### src/rtl/jk_ctrl_pkg.sv
// Shared types for the JK bank command sequencer: command opcodes, controller
// states and the op/mask to per-bit J/K mapping.
package jk_ctrl_pkg;

  typedef enum logic [1:0] {
    OP_HOLD   = 2'b00,
    OP_CLEAR  = 2'b01,
    OP_SET    = 2'b10,
    OP_TOGGLE = 2'b11
  } op_e;

  typedef enum logic [1:0] {
    IDLE = 2'b00,
    EXEC = 2'b01,
    DONE = 2'b10
  } state_e;

  typedef struct packed {
    logic j;
    logic k;
  } jk_t;

  // A masked-off bit always gets J=K=0 so it holds regardless of the op.
  function automatic jk_t jk_map(input op_e op, input logic m);
    jk_t r;
    r = '0;
    if (m) begin
      case (op)
        OP_CLEAR:  r = '{j: 1'b0, k: 1'b1};
        OP_SET:    r = '{j: 1'b1, k: 1'b0};
        OP_TOGGLE: r = '{j: 1'b1, k: 1'b1};
        default:   r = '{j: 1'b0, k: 1'b0};
      endcase
    end
    return r;
  endfunction

endpackage

### src/rtl/jk_bank.sv
// WIDTH independent JK flip-flops with synchronous active-high reset to 0.
module jk_bank #(
  parameter int WIDTH = 8
) (
  input  logic             clk,
  input  logic             reset,
  input  logic [WIDTH-1:0] j,
  input  logic [WIDTH-1:0] k,
  output logic [WIDTH-1:0] q
);

  logic [WIDTH-1:0] q_q;
  logic [WIDTH-1:0] q_d;

  always_comb begin
    q_d = q_q;
    for (int i = 0; i < WIDTH; i++) begin
      case ({j[i], k[i]})
        2'b01:   q_d[i] = 1'b0;
        2'b10:   q_d[i] = 1'b1;
        2'b11:   q_d[i] = ~q_q[i];
        default: q_d[i] = q_q[i];
      endcase
    end
  end

  always_ff @(posedge clk) begin
    if (reset) q_q <= '0;
    else       q_q <= q_d;
  end

  assign q = q_q;

endmodule

### src/rtl/jk_bank_ctrl.sv
// Command sequencer in front of a JK bank: accepts one op/mask/count command,
// drives J/K for count+1 cycles (or until abort), then pulses done.
module jk_bank_ctrl
  import jk_ctrl_pkg::*;
#(
  parameter int WIDTH = 8,
  parameter int CNT_W = 4
) (
  input  logic             clk,
  input  logic             reset,
  // Handshake: a command transfers on a rising edge where cmd_valid and
  // cmd_ready are both high; cmd_ready never depends on cmd_valid.
  input  logic             cmd_valid,
  output logic             cmd_ready,
  input  logic [1:0]       cmd_op,
  input  logic [WIDTH-1:0] cmd_mask,
  input  logic [CNT_W-1:0] cmd_count,
  input  logic             abort,
  output logic [WIDTH-1:0] q,
  output logic             busy,
  output logic             done,
  output logic             aborted,
  output logic [1:0]       dbg_state
);

  state_e           state_q, state_d;
  op_e              op_q, op_d;
  logic [WIDTH-1:0] mask_q, mask_d;
  logic [CNT_W-1:0] rem_q, rem_d;
  logic             aborted_q, aborted_d;
  logic [WIDTH-1:0] j_vec, k_vec;
  jk_t              jk_bit;

  assign cmd_ready = (state_q == IDLE) && !reset;

  always_comb begin
    state_d   = state_q;
    op_d      = op_q;
    mask_d    = mask_q;
    rem_d     = rem_q;
    aborted_d = aborted_q;
    j_vec     = '0;
    k_vec     = '0;
    jk_bit    = '0;
    case (state_q)
      IDLE: begin
        if (cmd_valid && cmd_ready) begin
          op_d    = op_e'(cmd_op);
          mask_d  = cmd_mask;
          rem_d   = cmd_count;
          state_d = EXEC;
        end
      end
      EXEC: begin
        // Abort wins over the pending update: the bank is left untouched.
        if (abort) begin
          aborted_d = 1'b1;
          state_d   = DONE;
        end else begin
          for (int i = 0; i < WIDTH; i++) begin
            jk_bit   = jk_map(op_q, mask_q[i]);
            j_vec[i] = jk_bit.j;
            k_vec[i] = jk_bit.k;
          end
          if (rem_q == '0) state_d = DONE;
          else             rem_d   = rem_q - 1'b1;
        end
      end
      DONE: begin
        aborted_d = 1'b0;
        state_d   = IDLE;
      end
      default: state_d = IDLE;
    endcase
  end

  always_ff @(posedge clk) begin
    if (reset) begin
      state_q   <= IDLE;
      op_q      <= OP_HOLD;
      mask_q    <= '0;
      rem_q     <= '0;
      aborted_q <= 1'b0;
    end else begin
      state_q   <= state_d;
      op_q      <= op_d;
      mask_q    <= mask_d;
      rem_q     <= rem_d;
      aborted_q <= aborted_d;
    end
  end

  jk_bank #(.WIDTH(WIDTH)) u_bank (
    .clk   (clk),
    .reset (reset),
    .j     (j_vec),
    .k     (k_vec),
    .q     (q)
  );

  assign busy      = (state_q == EXEC) || (state_q == DONE);
  assign done      = (state_q == DONE);
  assign aborted   = (state_q == DONE) && aborted_q;
  assign dbg_state = state_q;

endmodule

### config.mk
export PLATFORM = sky130hd
export DESIGN_NAME = jk_bank_ctrl
export DESIGN_NICKNAME = d
export VERILOG_FILES = /design/src/rtl/jk_ctrl_pkg.sv /design/src/rtl/jk_bank.sv /design/src/rtl/jk_bank_ctrl.sv
export SDC_FILE = /design/constraint.sdc
export NUM_CORES = 1
export LEC_CHECK = 0
export CORE_MARGIN = 2
export CORE_UTILIZATION = 40
export CTS_CLUSTER_DIAMETER = 80
export DETAILED_ROUTE_END_ITERATION = 7
export DONT_BUFFER_PORTS = 1
export SYNTH_ARGS = -nofsm -noshare
export SYNTH_HDL_FRONTEND = slang
export SYNTH_SLANG_ARGS = --single-unit
### constraint.sdc
create_clock -name clk -period 1.72 [get_ports clk]
set_input_delay 0.516 -clock clk [delete_from_list [all_inputs] [get_ports clk]]
set_output_delay 0.516 -clock clk [all_outputs]
set_load 0.03 [all_outputs]
* Word level (Yosys, flattened, before mapping)
Cells that the tools add are included.
Widths: inputs -> output; s select.
** Operators by class
- Multiplexer cells :: 31
- Bitwise gates (word level) :: 8
- Add/sub/neg operators :: 1
- Equal/unequal tests :: 34
- Reductions and logical operators :: 21
** Operator list (number)
- $eq 2x2->1 const B :: 19
- $mux 8 :: 4
- $pmux 1 s3 :: 8
- $reduce_bool 3->1 :: 8
- $mux 2 :: 11
- $eq 2x1->1 const B :: 10
- $mux 4 :: 3
- $not 1->1 :: 8
- $pmux 4 s2 :: 1
- $ne 2x2->1 const B :: 3
- $pmux 2 s3 :: 1
- $reduce_and 2->1 :: 3
- $logic_not 4->1 :: 1
- $pmux 2 s2 :: 1
- $reduce_and 4->1 :: 1
- $reduce_bool 2->1 :: 2
- $sub 4x1->4 const B :: 1
- $logic_and 1x1->1 :: 3
- $ne 3x3->1 const B :: 1
- $logic_not 2->1 :: 1
- $ne 2x1->1 const B :: 1
- $pmux 1 s2 :: 1
- $logic_not 1->1 :: 1
- $logic_or 1x1->1 :: 1
- $mux 1 :: 1
** Word-level totals
- Logic and storage cells :: 108
- Register bits after elaboration :: 25
- Bits of input ports :: 18

* Logic depth before layout (Yosys ltp)
- Depth in word-level cells :: 7
- Gate-level depth with buffers :: 8
- Gate-level depth less buffers :: 6

* By module
Synthesis repeated with hierarchy kept, for this count alone.
** Unflattened totals
- Cells, all modules :: 147
- Area total of the unflattened synthesis :: 1261.2 um^2
** Modules (own cells, without submodules)
- jk_bank_ctrl :: area an instance 953.4 um^2, times used 1, cells an instance 117
- jk_bank :: area an instance 307.8 um^2, times used 1, cells an instance 30

* Worst setup path before layout
Ideal clock, no wire load.
- Path kind :: register to register
- From :: reg state_q[0], in the netlist dbg_state[0]
- To :: reg mask_q[0]
- Period minus slack after synthesis :: 1.946 ns
- Data arrival time :: 1.872 ns
- Slack :: -0.226 ns
- Stages on the path, launching flop included :: 8
- Setup time :: 0.074 ns
- Path through :: dfxtp_1 inv_1 ha_1 nor2b_1 and2_1 clkbuf_1 nand2_1 o21ai_0
** Between the ends
- Cells in the longest elaborated chain, start to end :: 4
** Ends and longest elaborated chain
- start: declaration :: RTL line jk_bank_ctrl.sv:26 : state_e state_q, state_d;
- start signal: assignment :: RTL line jk_bank_ctrl.sv:85 : state_q <= state_d;
- $logic_not 2->1 :: RTL line jk_bank_ctrl.sv:34 : assign cmd_ready = (state_q == IDLE) && !reset;
- $logic_and 1x1->1 :: RTL line jk_bank_ctrl.sv:34
- net cmd_ready :: RTL line jk_bank_ctrl.sv:14 : output logic cmd_ready,
- $logic_and 1x1->1 :: RTL line jk_bank_ctrl.sv:47 : if (cmd_valid && cmd_ready) begin
- $reduce_and 2->1 (no source line)
- end signal: assignment :: RTL line jk_bank_ctrl.sv:87 : mask_q <= mask_d;
- end: declaration :: RTL line jk_bank_ctrl.sv:28 : logic [WIDTH-1:0] mask_q, mask_d;
The timed path passes the listed nets, and every way through them passes these cells.
A chain may end at the register's enable or synchronous reset.

* Worst setup path after layout
- From :: reg state_q[1], in the netlist dbg_state[1]
- To :: out aborted
** Between the ends
- Cells in the longest elaborated chain, start to end :: 2
** Ends and longest elaborated chain
- $eq 2x2->1 :: RTL line jk_bank_ctrl.sv:103 : assign aborted = (state_q == DONE) && aborted_q;
- $logic_and 1x1->1 :: RTL line jk_bank_ctrl.sv:103
- end: declaration :: RTL line jk_bank_ctrl.sv:22 : output logic aborted,
No other way between the ends.

==> metrics.md <==
| Metric | Value |
|---|---|
| Largest net degree at the start of global routing | `29` |
| Placed Cells | `around 180` |
| Critical path type | `reg -> out` |
| Worst Tran Pin Value | `roughly 570 ps` |
| Post-synthesis compound-gate area fraction | `approximately 17%` |
| Placed inst area | `between 1000 and 1500 µm²` |
| GRT Overall Usage | `~17%` |
| CTS root buffer | `clkbuf_4` |
| Post-Synthesis Cells | `between 100 and 150` |
| FF-to-FF path depth | `8` |
| Failing checks | `design-rule violations, negative setup slack` |
| Hold Crit Depth | `1` |
| Multiplexer share of the synthesized area | `~1.7%` |
| Starting density of the core | `42.7%` |
| Core region area | `2810 µm²` |
| Mapped Area | `between 1000 and 1500 µm²` |
| Worst-skew pair later-pin latency | `330 ps` |
| Via density per instance | `roughly 5.4` |
| Register area share after synthesis | `a little over two fifths` |
| Drc violations | `1` |
| DR iter-0 viols | `~50` |
| # Max-Cap Violations | `0` |
| Avg WL per Cell | `about 14 µm` |
| Unique masters post-synth | `31` |
| Number of flops mapped to enable cells by yosys | `0` |
| Routed wire length | `around 2600 µm` |
| Design area | `1440 µm²` |
| Ys flop type | `dfxtp_1` |
| Worst setup margin | `-23.9 ps` |
| Fmax | `573 MHz` |
| Adder-cell share of the synthesized area | `approximately 6.3%` |
| Syn nets | `approximately 170` |
| Tmin final | `approximately 1700 ps` |
| Min-delay src | `reset` |
| Die Area | `3450 µm²` |
| Die X | `about 59 µm` |
| CTS clk-pin slew, worst paths | `between 100 and 150 ps` |
| Hpwl dp | `approximately 1800 µm` |
| Via count | `roughly 990` |
| Clock Path Buffers | `2` |
| Final hold viol count | `0` |
| Routability cong. | `0.720` |
| XOR/XNOR share of the synthesized area | `less than 1%` |
| Hold_buf cts | `0` |
| CTS Buf Count | `3` |
| Leakage | `approximately 0.52 nW` |
| FF+latch count, synth | `25` |
| Die Ht | `a little under 60 µm` |
| Avg Cell Area, Syn | `slightly above 8 µm²` |
| Grt ovf | `0` |
| PwrDens | `~1700 nW/µm²` |
| CTS tree | `yes` |
| Synth-to-Final Area Change | `20.0%` |
| RSZ-0062 raised after global routing | `yes` |
| Worst hold-check path type | `in -> reg` |
| Maximum fanout along the worst path | `3` |
| Fillcell total | `275` |
| Synth warn | `0` |
| First-pass GRT wire length | `~4400 µm` |
| CP endpoint kind | `output port` |
| Worst Skew | `about 4.8 ps` |
| Critical path startpoint category | `register` |
| Layout cell share with drive strength beyond 1 | `about a quarter` |
| Final setup vio count | `3` |
| Placement Rows | `19` |
| Reg2reg start | `dbg_state[0]$_SDFFE_PP0P_` |
| Fin crit share | `101%` |
| CP required | `about 1200 ps` |
| CTS Sinks | `25` |
| Relative slew slack | `62.2%` |
| Number of port buffers | `0` |
| Io pins | `32` |
| Non-filler instance count after layout | `~180` |
| Main combinational cell family by area after synthesis | `simple AND/OR/NAND/NOR gates` |
| Nets | `around 180` |
| Final antenna-violating net count | `0` |
| Pre-Repair DR Iteration Count | `6` |
| H-tree Lvls | `1` |
| Peak VDD IR | `about 0.77 mV` |
| Initial antenna violation count | `0` |
| Slew Viols, Final | `0` |
| Async S/R FF share, synth | `0%` |
| Worst hold margin | `roughly 230 ps` |
| Worst reg2reg setup slack | `50 ps` |
| Ant diodes | `0` |
| Vias in the first global route | `between 900 and 1000` |
| Hold Path Sink | `u_bank.q[6]$_SDFFE_PP0P_` |
| Outcome | `complete, but fails checks` |
| Reg2reg end | `rem_q[2]$_SDFFE_PP0P_` |
| Synth Area in Simple Gates | `about 27%` |
| Arrival time worst endpoint | `about 1200 ps` |
-- worst max-delay path by stage --
stage	slack, ps	cells after the start	to	from
floorplan	20	3	aborted	dbg_state[0]$_SDFFE_PP0P_
global placement	-50	6	dbg_state[0]$_SDFFE_PP0P_	rem_q[0]$_SDFFE_PP0P_
detailed placement	-100	6	dbg_state[0]$_SDFFE_PP0P_	rem_q[0]$_SDFFE_PP0P_
CTS	-60	5	cmd_ready	dbg_state[1]$_SDFFE_PP0P_
global route	-80	4	cmd_ready	dbg_state[0]$_SDFFE_PP0P_
finish	-20	3	aborted	dbg_state[1]$_SDFFE_PP0P_
-- cell families (layout without fill, tap and decap cells) --
group | Yosys count | count (layout)
compound gates | 33 | 33
xor+xnor | 1 | 1
fa+ha+maj | 6 | 6
buf+inv | 15 | 23
flops | 25 | 25
mux | 2 | 2
simple gates | 62 | 62
-- routing by layer --
metal	GRT usage (%)	vias up	wire (µm)
li1	-	495	-
met3	3.96	7	196
met2	25.8	28	1250
met4	9.42	0	73
met1	21.7	455	1110
met5	0	-	0
-- report_power, final --
| part | switching (W) | internal (W) | total [W] |
|---|---|---|---|
| clock network | 0.000188 | 0.0000875 | 0.000276 |
| registers | 0.000121 | 0.000715 | 0.000837 |
| logic | 0.000642 | 0.000663 | 0.00130 |
| total | 0.000951 | 0.00147 | 0.00242 |
-- worst max-delay path, stage by stage, from the launching register on --
cell and delay (ps):
dfxtp_4 380, buf_6 140, ha_1 190, and2_4 190
-- registers in the layout, indices dropped and copies added (netlist names) --
signal,cells
u_bank.q,8
dbg_state,2
mask_q,8
aborted_q,1
op_q,2
rem_q,4
-- timing repair --
item	4_1_cts	5_1_grt
setup buffers	4	1
endpoints found under the setup margin	8	17
gates resized for setup	13	17
pin swaps	6	7
-- layout make-up --
cell class	instances	area, µm²	share of cell area, %
clock buffers	3	22.5	1.57
clock inverters	1	5.00	0.348
inverters	7	31.3	2.18
multi-input cells	104	721	50.2
flip-flops and latches	25	509	35.5
well taps	31	38.8	2.70
repair buffers	12	109	7.58
-- Yosys cell counts, drive strengths merged, types with 2 or more instances --
master   n  area, µm²
nand2   26       97.6
a21oi   11       58.8
nand2b  11       76.3
and2     3       18.8
inv      7       26.3
clkbuf   6       22.5
o21ai   13       65.1
a211oi   2       15.0
nor2     8       30.0
mux2i    2       20.0
buf      2       16.3
nand3b   8       60.1
dfxtp   25        500
ha       6       75.1
-- cell usage in the layout, fill, tap and decap left out, types with 2 or more instances in the layout --
cell type / netlist / final
a21oi_2: 1 / 2
mux2i_1: 2 / 2
nand2_1: 26 / 26
a21oi_1: 10 / 9
inv_4: 0 / 2
and2_1: 3 / 2
inv_2: 0 / 2
inv_1: 7 / 3
buf_4: 0 / 7
nand3b_1: 8 / 8
nand2b_1: 10 / 10
ha_4: 0 / 3
buf_6: 1 / 5
dfxtp_1: 25 / 22
clkbuf_4: 0 / 3
nor2_1: 8 / 7
o21ai_0: 13 / 12
ha_1: 6 / 3
dfxtp_4: 0 / 2
-- metrics by stage --
| step | TNS (ps) | power (W) | worst slack [ps] | util [%] |
|---|---|---|---|---|
| final | -36.6 | 0.00242 | -23.9 | 51.2 |
| after global routing | -198 | 0.00260 | -75.1 | 51.2 |
| after CTS | -134 | 0.00226 | -58.1 | 49.5 |
| after detailed placement | -181 | 0.00174 | -99.0 | 45.4 |
| after global placement | -84.8 | 0.00170 | -46.0 | 45.4 |
| after floorplan | 0 | 0.00150 | 20.9 | - |
Note: power is estimated with default switching activity, not from simulation.
